[src/rtl/viterbi_frame_ctrl.sv]
// Frame sequencer for the Viterbi front end: accepts FRAME_LEN symbols, appends
// TAIL_LEN zero flush symbols, then triggers traceback and waits for completion.
module viterbi_frame_ctrl #(
  parameter int unsigned FRAME_LEN  = 32,
  parameter int unsigned TAIL_LEN   = 2,
  parameter int unsigned TB_TIMEOUT = 64,
  parameter int unsigned CNT_W      = 8
) (
  input  logic             clk,
  input  logic             reset,
  input  logic             start,
  input  logic [1:0]       sym_in,
  input  logic             sym_valid,
  output logic             sym_ready,
  output logic [1:0]       pipe_in,
  output logic             pipe_en,
  output logic             frame_first,
  output logic [CNT_W-1:0] step_idx,
  output logic             tb_start,
  input  logic             tb_done,
  output logic             busy,
  output logic             done,
  output logic             err
);

  typedef enum logic [2:0] {
    S_IDLE,
    S_LOAD,
    S_FLUSH,
    S_TRACE,
    S_DONE
  } state_t;

  localparam logic [CNT_W-1:0] LAST_DATA = CNT_W'(FRAME_LEN - 1);
  localparam logic [CNT_W-1:0] LAST_STEP = CNT_W'(FRAME_LEN + TAIL_LEN - 1);
  localparam logic [CNT_W-1:0] LAST_WAIT = CNT_W'(TB_TIMEOUT - 1);
  localparam bit               NO_TAIL   = (TAIL_LEN == 0);

  state_t           r_state;
  logic [CNT_W-1:0] r_cnt;
  logic [CNT_W-1:0] r_tcnt;
  logic [1:0]       r_pipe_in;
  logic             r_pipe_en;
  logic             r_first;
  logic [CNT_W-1:0] r_step;
  logic             r_tb_start;
  logic             r_done;
  logic             r_err;
  logic             w_hs;

  assign sym_ready   = (r_state == S_LOAD);
  assign busy        = (r_state != S_IDLE);
  assign w_hs        = sym_valid && (r_state == S_LOAD);
  assign pipe_in     = r_pipe_in;
  assign pipe_en     = r_pipe_en;
  assign frame_first = r_first;
  assign step_idx    = r_step;
  assign tb_start    = r_tb_start;
  assign done        = r_done;
  assign err         = r_err;

  always_ff @(posedge clk or negedge reset) begin
    if (!reset) begin
      r_state    <= S_IDLE;
      r_cnt      <= '0;
      r_tcnt     <= '0;
      r_pipe_in  <= '0;
      r_pipe_en  <= 1'b0;
      r_first    <= 1'b0;
      r_step     <= '0;
      r_tb_start <= 1'b0;
      r_done     <= 1'b0;
      r_err      <= 1'b0;
    end else begin
      r_pipe_en  <= 1'b0;
      r_first    <= 1'b0;
      r_tb_start <= 1'b0;
      r_done     <= 1'b0;
      r_err      <= 1'b0;
      case (r_state)
        S_IDLE: begin
          if (start) begin
            r_cnt   <= '0;
            r_state <= S_LOAD;
          end
        end
        S_LOAD: begin
          if (w_hs) begin
            r_pipe_in <= sym_in;
            r_pipe_en <= 1'b1;
            r_step    <= r_cnt;
            r_first   <= (r_cnt == '0);
            r_cnt     <= r_cnt + CNT_W'(1);
            if (r_cnt == LAST_DATA) begin
              if (NO_TAIL) begin
                r_state    <= S_TRACE;
                r_tb_start <= 1'b1;
                r_tcnt     <= '0;
              end else begin
                r_state <= S_FLUSH;
              end
            end
          end
        end
        S_FLUSH: begin
          r_pipe_in <= '0;
          r_pipe_en <= 1'b1;
          r_step    <= r_cnt;
          r_cnt     <= r_cnt + CNT_W'(1);
          if (r_cnt == LAST_STEP) begin
            r_state    <= S_TRACE;
            r_tb_start <= 1'b1;
            r_tcnt     <= '0;
          end
        end
        S_TRACE: begin
          // tb_done takes priority over a timeout expiring in the same cycle
          if (tb_done) begin
            r_state <= S_DONE;
            r_done  <= 1'b1;
          end else if (r_tcnt == LAST_WAIT) begin
            r_state <= S_IDLE;
            r_err   <= 1'b1;
          end else begin
            r_tcnt <= r_tcnt + CNT_W'(1);
          end
        end
        S_DONE:  r_state <= S_IDLE;
        default: r_state <= S_IDLE;
      endcase
    end
  end

endmodule

[config.mk]
export PLATFORM = sky130hd
export DESIGN_NAME = viterbi_frame_ctrl
export DESIGN_NICKNAME = d
export VERILOG_FILES = /design/src/rtl/viterbi_frame_ctrl.sv
export SDC_FILE = /design/constraint.sdc
export NUM_CORES = 1
export LEC_CHECK = 0
export CAP_MARGIN = 10
export CELL_PAD_IN_SITES_DETAIL_PLACEMENT = 0
export CELL_PAD_IN_SITES_GLOBAL_PLACEMENT = 1
export CORE_MARGIN = 1
export CORE_UTILIZATION = 35
export DETAILED_ROUTE_END_ITERATION = 10
export PLACE_DENSITY_LB_ADDON = 0.1
export SETUP_SLACK_MARGIN = 0.2
export SYNTH_ARGS = -nofsm -noshare
export SYNTH_HDL_FRONTEND = slang
export SYNTH_SLANG_ARGS = --single-unit
[constraint.sdc]
create_clock -name clk -period 2.8 [get_ports clk]
set_clock_uncertainty 0.15 [all_clocks]
set_input_delay 0.56 -clock clk [delete_from_list [all_inputs] [get_ports clk]]
set_output_delay 0.56 -clock clk [all_outputs]
set_load 0.1 [all_outputs]
==> flow_summary.html, run 1 <==
<table>
<tr><th>Metric</th><th>Value</th></tr>
<tr><th colspan="2">Status</th></tr>
<tr><td>Status</td><td>completed</td></tr>
<tr><th colspan="2">Layout</th></tr>
<tr><td>Area taken by multi-input logic gates</td><td>678.2 µm²</td></tr>
<tr><td>Cell area after layout</td><td>0.001937 mm²</td></tr>
<tr><td>Filler-free cell count of the finished design</td><td>230</td></tr>
<tr><td>Total number of nets in the final design</td><td>188</td></tr>
<tr><td>Fraction of layout cells with a size suffix above 1</td><td>21.35%</td></tr>
<tr><td>FILL cells</td><td>418</td></tr>
<tr><td>Register cell area after layout</td><td>850.8 µm²</td></tr>
<tr><td>Number of antenna repair diodes</td><td>0</td></tr>
<tr><td>Growth of design area from synthesis to finish</td><td>21.60%</td></tr>
<tr><th colspan="2">Floorplanning</th></tr>
<tr><td>Die span in y</td><td>69.46 µm</td></tr>
<tr><td>Floorplan die width</td><td>69.46 µm</td></tr>
<tr><td>Die Area</td><td>0.004825 mm²</td></tr>
<tr><td>Boundary Pins</td><td>24</td></tr>
<tr><td>Number of placement rows</td><td>24</td></tr>
<tr><td>Floorplan core area</td><td>0.004354 mm²</td></tr>
<tr><td>Starting Density</td><td>36.58%</td></tr>
<tr><th colspan="2">Power</th></tr>
<tr><td>Pwr/cell area</td><td>1022 mW/mm²</td></tr>
<tr><td>Leakage power</td><td>0.9619 nW</td></tr>
<tr><td>Worst IR drop on VDD</td><td>0.3731 mV</td></tr>
<tr><td>Final total power</td><td>1.980 mW</td></tr>
<tr><th colspan="2">Route</th></tr>
<tr><td>Iteration-0 DRC Markers</td><td>82</td></tr>
<tr><td>Total number of vias</td><td>1222</td></tr>
<tr><td>Via density</td><td>5.313</td></tr>
<tr><td>1st-pass router iterations</td><td>4</td></tr>
<tr><td>Post-detailed-route wirelength per cell</td><td>14.38 µm</td></tr>
<tr><td>Top layer reached by signal wires</td><td>met4</td></tr>
<tr><td>Remaining routing DRC violations</td><td>0</td></tr>
<tr><td>Met2 routed WL</td><td>1416 µm</td></tr>
<tr><td>DRT Wirelength</td><td>3307 µm</td></tr>
<tr><td>Post-route met1 wirelength</td><td>1669 µm</td></tr>
<tr><td>Antenna Violating Nets Remaining</td><td>0</td></tr>
<tr><td>Routed wl met3</td><td>182 µm</td></tr>
<tr><th colspan="2">Worst setup path</th></tr>
<tr><td>Crit. End Element</td><td>register</td></tr>
<tr><td>Worst path cell trace</td><td>or4_1, or4b_1, and2_4, a211o_1</td></tr>
<tr><td>Critical Path RT</td><td>2.81 ns</td></tr>
<tr><td>Worst Setup Start Kind</td><td>register</td></tr>
<tr><td>Internal reg-to-reg setup slack</td><td>0.42 ns</td></tr>
<tr><td>Arrival time at the worst endpoint</td><td>2.40 ns</td></tr>
<tr><td>Delay contributed by the slowest stage of the critical path</td><td>0.64 ns</td></tr>
<tr><td>Master of the slowest instance on the critical path</td><td>sky130_fd_sc_hd__or4b_1</td></tr>
<tr><td>Worst setup path class</td><td>reg -&gt; reg</td></tr>
<tr><td>Worst path top cell family by delay</td><td>simple AND/OR/NAND/NOR gates</td></tr>
<tr><td>Maximum net fanout on the critical path</td><td>6</td></tr>
<tr><td>Worst Path Buf+Inv</td><td>0</td></tr>
<tr><th colspan="2">Clock tree</th></tr>
<tr><td>H-tree depth reported by CTS</td><td>2</td></tr>
<tr><td>Clk buf depth</td><td>2</td></tr>
<tr><td>Clock root buffer</td><td>sky130_fd_sc_hd__clkbuf_8</td></tr>
<tr><td>Setup bufs post-CTS</td><td>0</td></tr>
<tr><td>Post-cts resize count</td><td>0</td></tr>
<tr><td>Clk sink count</td><td>34</td></tr>
<tr><td>Count of hold buffers inserted by post-cts repair</td><td>0</td></tr>
<tr><td>Clock transition time at the flip-flop clock pins of the worst setup and hold paths</td><td>0.07 ns</td></tr>
<tr><td>Worst-Skew Late Latency</td><td>0.28 ns</td></tr>
<tr><td>TritonCTS clock tree</td><td>done</td></tr>
<tr><td>Total CTS buffers</td><td>5</td></tr>
<tr><th colspan="2">Synthesis</th></tr>
<tr><td>Post-synthesis cell count</td><td>149</td></tr>
<tr><td>Area share of the leading cell type in the synthesized netlist</td><td>53.42%</td></tr>
<tr><td>Mean Syn Cell Area</td><td>10.69 µm²</td></tr>
<tr><td>Dominant register cell in the synthesized netlist</td><td>sky130_fd_sc_hd__dfrtp_1</td></tr>
<tr><td>Number of flip-flops and latches in the synthesized netlist</td><td>34</td></tr>
<tr><td>Count of flip-flops with a built-in enable after synthesis</td><td>0</td></tr>
<tr><td>Top post-synthesis cells by area</td><td>sky130_fd_sc_hd__dfrtp_1 53%, sky130_fd_sc_hd__mux2_2 6.4%, sky130_fd_sc_hd__nand2_1 4.0%, sky130_fd_sc_hd__mux2i_1 3.8%, sky130_fd_sc_hd__ha_1 3.1%</td></tr>
<tr><td>Share of async-settable or async-resettable flops after synthesis</td><td>100.0%</td></tr>
<tr><td>Most frequently used cell type in the post-synthesis netlist</td><td>sky130_fd_sc_hd__dfrtp_1</td></tr>
<tr><td>Yosys warning total</td><td>0</td></tr>
<tr><td>Top cells by instance count after synthesis</td><td>34 x sky130_fd_sc_hd__dfrtp_1, 17 x sky130_fd_sc_hd__nand2_1, 11 x sky130_fd_sc_hd__inv_1</td></tr>
<tr><td>Mapped cell area</td><td>0.001593 mm²</td></tr>
<tr><td>Synthesized Nets</td><td>160</td></tr>
<tr><td>Cell accounting for the most synthesized area</td><td>sky130_fd_sc_hd__dfrtp_1</td></tr>
<tr><td>Post-synthesis sequential area ratio</td><td>53.42%</td></tr>
<tr><td>Synth unique cells</td><td>37</td></tr>
<tr><th colspan="2">Min path</th></tr>
<tr><td>Worst hold-check path type</td><td>reg -&gt; reg</td></tr>
<tr><th colspan="2">STA</th></tr>
<tr><td>Actual slew at the worst max-slew pin</td><td>0.5412 ns</td></tr>
<tr><td>RSZ-0062 raised after global routing</td><td>false</td></tr>
<tr><td>Highest clock rate</td><td>419.8 MHz</td></tr>
<tr><td>Final max-slew violation count</td><td>0</td></tr>
<tr><td>Post-route worst hold slack</td><td>0.3617 ns</td></tr>
<tr><td>Final Setup Violations</td><td>0</td></tr>
<tr><td>Crit path time final</td><td>2.382 ns</td></tr>
<tr><td>Number of hold-slack violations in the final timing report</td><td>0</td></tr>
<tr><td>Setup Total Neg Slack</td><td>0 ns</td></tr>
<tr><td>Final worst-path cycle share</td><td>85.07%</td></tr>
<tr><td>Remaining max-slew budget at the tightest pin</td><td>63.92%</td></tr>
<tr><th colspan="2">Placed design</th></tr>
<tr><td>Placer congestion estimate</td><td>0.7496</td></tr>
<tr><td>Post-place instance area</td><td>0.001846 mm²</td></tr>
<tr><td>DPL Wire Length</td><td>2261 µm</td></tr>
<tr><td>Count of port buffers added during placement</td><td>23</td></tr>
<tr><td>Post-placement cell count</td><td>222</td></tr>
<tr><th colspan="2">Global route</th></tr>
<tr><td>Global-route usage over all layers</td><td>15.07%</td></tr>
<tr><td>Number of antenna violations at the first check in global routing</td><td>0</td></tr>
<tr><td>Overall overflow remaining after global route</td><td>0</td></tr>
<tr><td>Via count of the first global-routing pass</td><td>1170</td></tr>
<tr><td>Wire length of the first global-routing pass</td><td>5671 µm</td></tr>
<tr><td>Pin count of the biggest net entering global routing</td><td>35</td></tr>
<tr><th colspan="2">Flow run</th></tr>
<tr><td>Max-cap viol count</td><td>0</td></tr>
</table>
[final timing paths]
check                           cells past startpoint                 start                 endpoint
worst max register to register                      4  r_cnt[4]$_DFFE_PN0P_    r_tcnt[2]$_DFFE_PN0P_
min in group asynchronous                           2                 reset           done$_DFF_PN0_
max in group asynchronous                           2                 reset  step_idx[3]$_DFFE_PN0P_
worst min-delay path                                1  r_cnt[4]$_DFFE_PN0P_     r_cnt[4]$_DFFE_PN0P_
worst max-delay path                                4  r_cnt[4]$_DFFE_PN0P_    r_tcnt[2]$_DFFE_PN0P_
worst min register to register                      1  r_cnt[4]$_DFFE_PN0P_     r_cnt[4]$_DFFE_PN0P_
[power breakdown]
part	total [mW]	internal, mW	leakage, nW	switching (mW)
sequential	0.712	0.599	0.443	0.113
combinational	0.895	0.241	0.470	0.655
clock	0.373	0.198	0.0482	0.175
[cells in the final DEF (no fill, tap or decap), types with 2 or more instances in the layout]
cell,instances
sky130_fd_sc_hd__inv_1,11
sky130_fd_sc_hd__nor3_1,3
sky130_fd_sc_hd__dfrtp_1,34
sky130_fd_sc_hd__ha_1,4
sky130_fd_sc_hd__nand3_1,6
sky130_fd_sc_hd__o21ai_0,5
sky130_fd_sc_hd__clkbuf_8,6
sky130_fd_sc_hd__and3_1,4
sky130_fd_sc_hd__nand4_1,6
sky130_fd_sc_hd__o22ai_1,2
sky130_fd_sc_hd__nor3b_1,3
sky130_fd_sc_hd__o31a_1,2
sky130_fd_sc_hd__and2_1,2
sky130_fd_sc_hd__nand3b_1,2
sky130_fd_sc_hd__clkdlybuf4s50_1,6
sky130_fd_sc_hd__mux2i_1,6
sky130_fd_sc_hd__nor2_1,6
sky130_fd_sc_hd__mux2_2,9
sky130_fd_sc_hd__a21oi_1,5
sky130_fd_sc_hd__nand2_1,17
sky130_fd_sc_hd__buf_4,20
[per-layer routing]
layer  track usage [%]  vias up
met5                 0        -
met4             6.803        0
li1                  -      590
met2             21.25       35
met3             4.360        4
met1             21.34      593
[through the flow]
step / utilization, % / setup WS, ns
after floorplan: - / 0.3053
after global placement: 42.39 / 0.4765
after detailed placement: 42.39 / 0.4104
after CTS: 44.48 / 0.3959
after global routing: 44.48 / 0.3411
final: 44.48 / 0.4181
[state kept, by name, indices dropped and copies added (netlist names)]
signal and cells:
r_cnt 8, r_tcnt 8, step_idx 8, r_state 3, pipe_in 2, done 1
err 1, frame_first 1, pipe_en 1, tb_start 1
[logic make-up (layout without fill, tap and decap cells)]
kind of cell	Yosys count	count (layout)	synth area share, %
adder cells (fa/ha/maj)	4	4	3.142
multiplexers	15	15	10.13
flip-flops	34	34	53.42
AND/OR/NAND/NOR	57	57	19.32
buffers and inverters	16	45	4.320
AO/OA/AOI/OAI	23	23	9.663
[layout make-up]
| cell class | count | share of cell area, % |
|---|---|---|
| well taps | 52 | 3.359 |
| clock buffers | 7 | 4.457 |
| flip-flops and latches | 34 | 43.93 |
| repair buffers | 26 | 10.85 |
| clock inverters | 1 | 0.2584 |
| inverters | 11 | 2.132 |
| multi-input cells | 99 | 35.01 |
Power figures use the tool's default switching activity.
==> inputs of run 2 (changes only) <==
--- a/config.mk
+++ b/config.mk
@@ -16,3 +16,4 @@
 export SYNTH_ARGS = -nofsm -noshare
 export SYNTH_HDL_FRONTEND = slang
 export SYNTH_SLANG_ARGS = --single-unit
+export TNS_END_PERCENT = 100
==> results of run 2 <==
No change in the layout: final DEF, timing and power equal those of run 1.
==> inputs of run 3 (changes only) <==
--- a/config.mk
+++ b/config.mk
@@ -13,6 +13,7 @@
 export DETAILED_ROUTE_END_ITERATION = 10
 export PLACE_DENSITY_LB_ADDON = 0.1
 export SETUP_SLACK_MARGIN = 0.2
+export SLEW_MARGIN = 25
 export SYNTH_ARGS = -nofsm -noshare
 export SYNTH_HDL_FRONTEND = slang
 export SYNTH_SLANG_ARGS = --single-unit
==> results of run 3 <==
No change in the layout: final DEF, timing and power equal those of run 1.
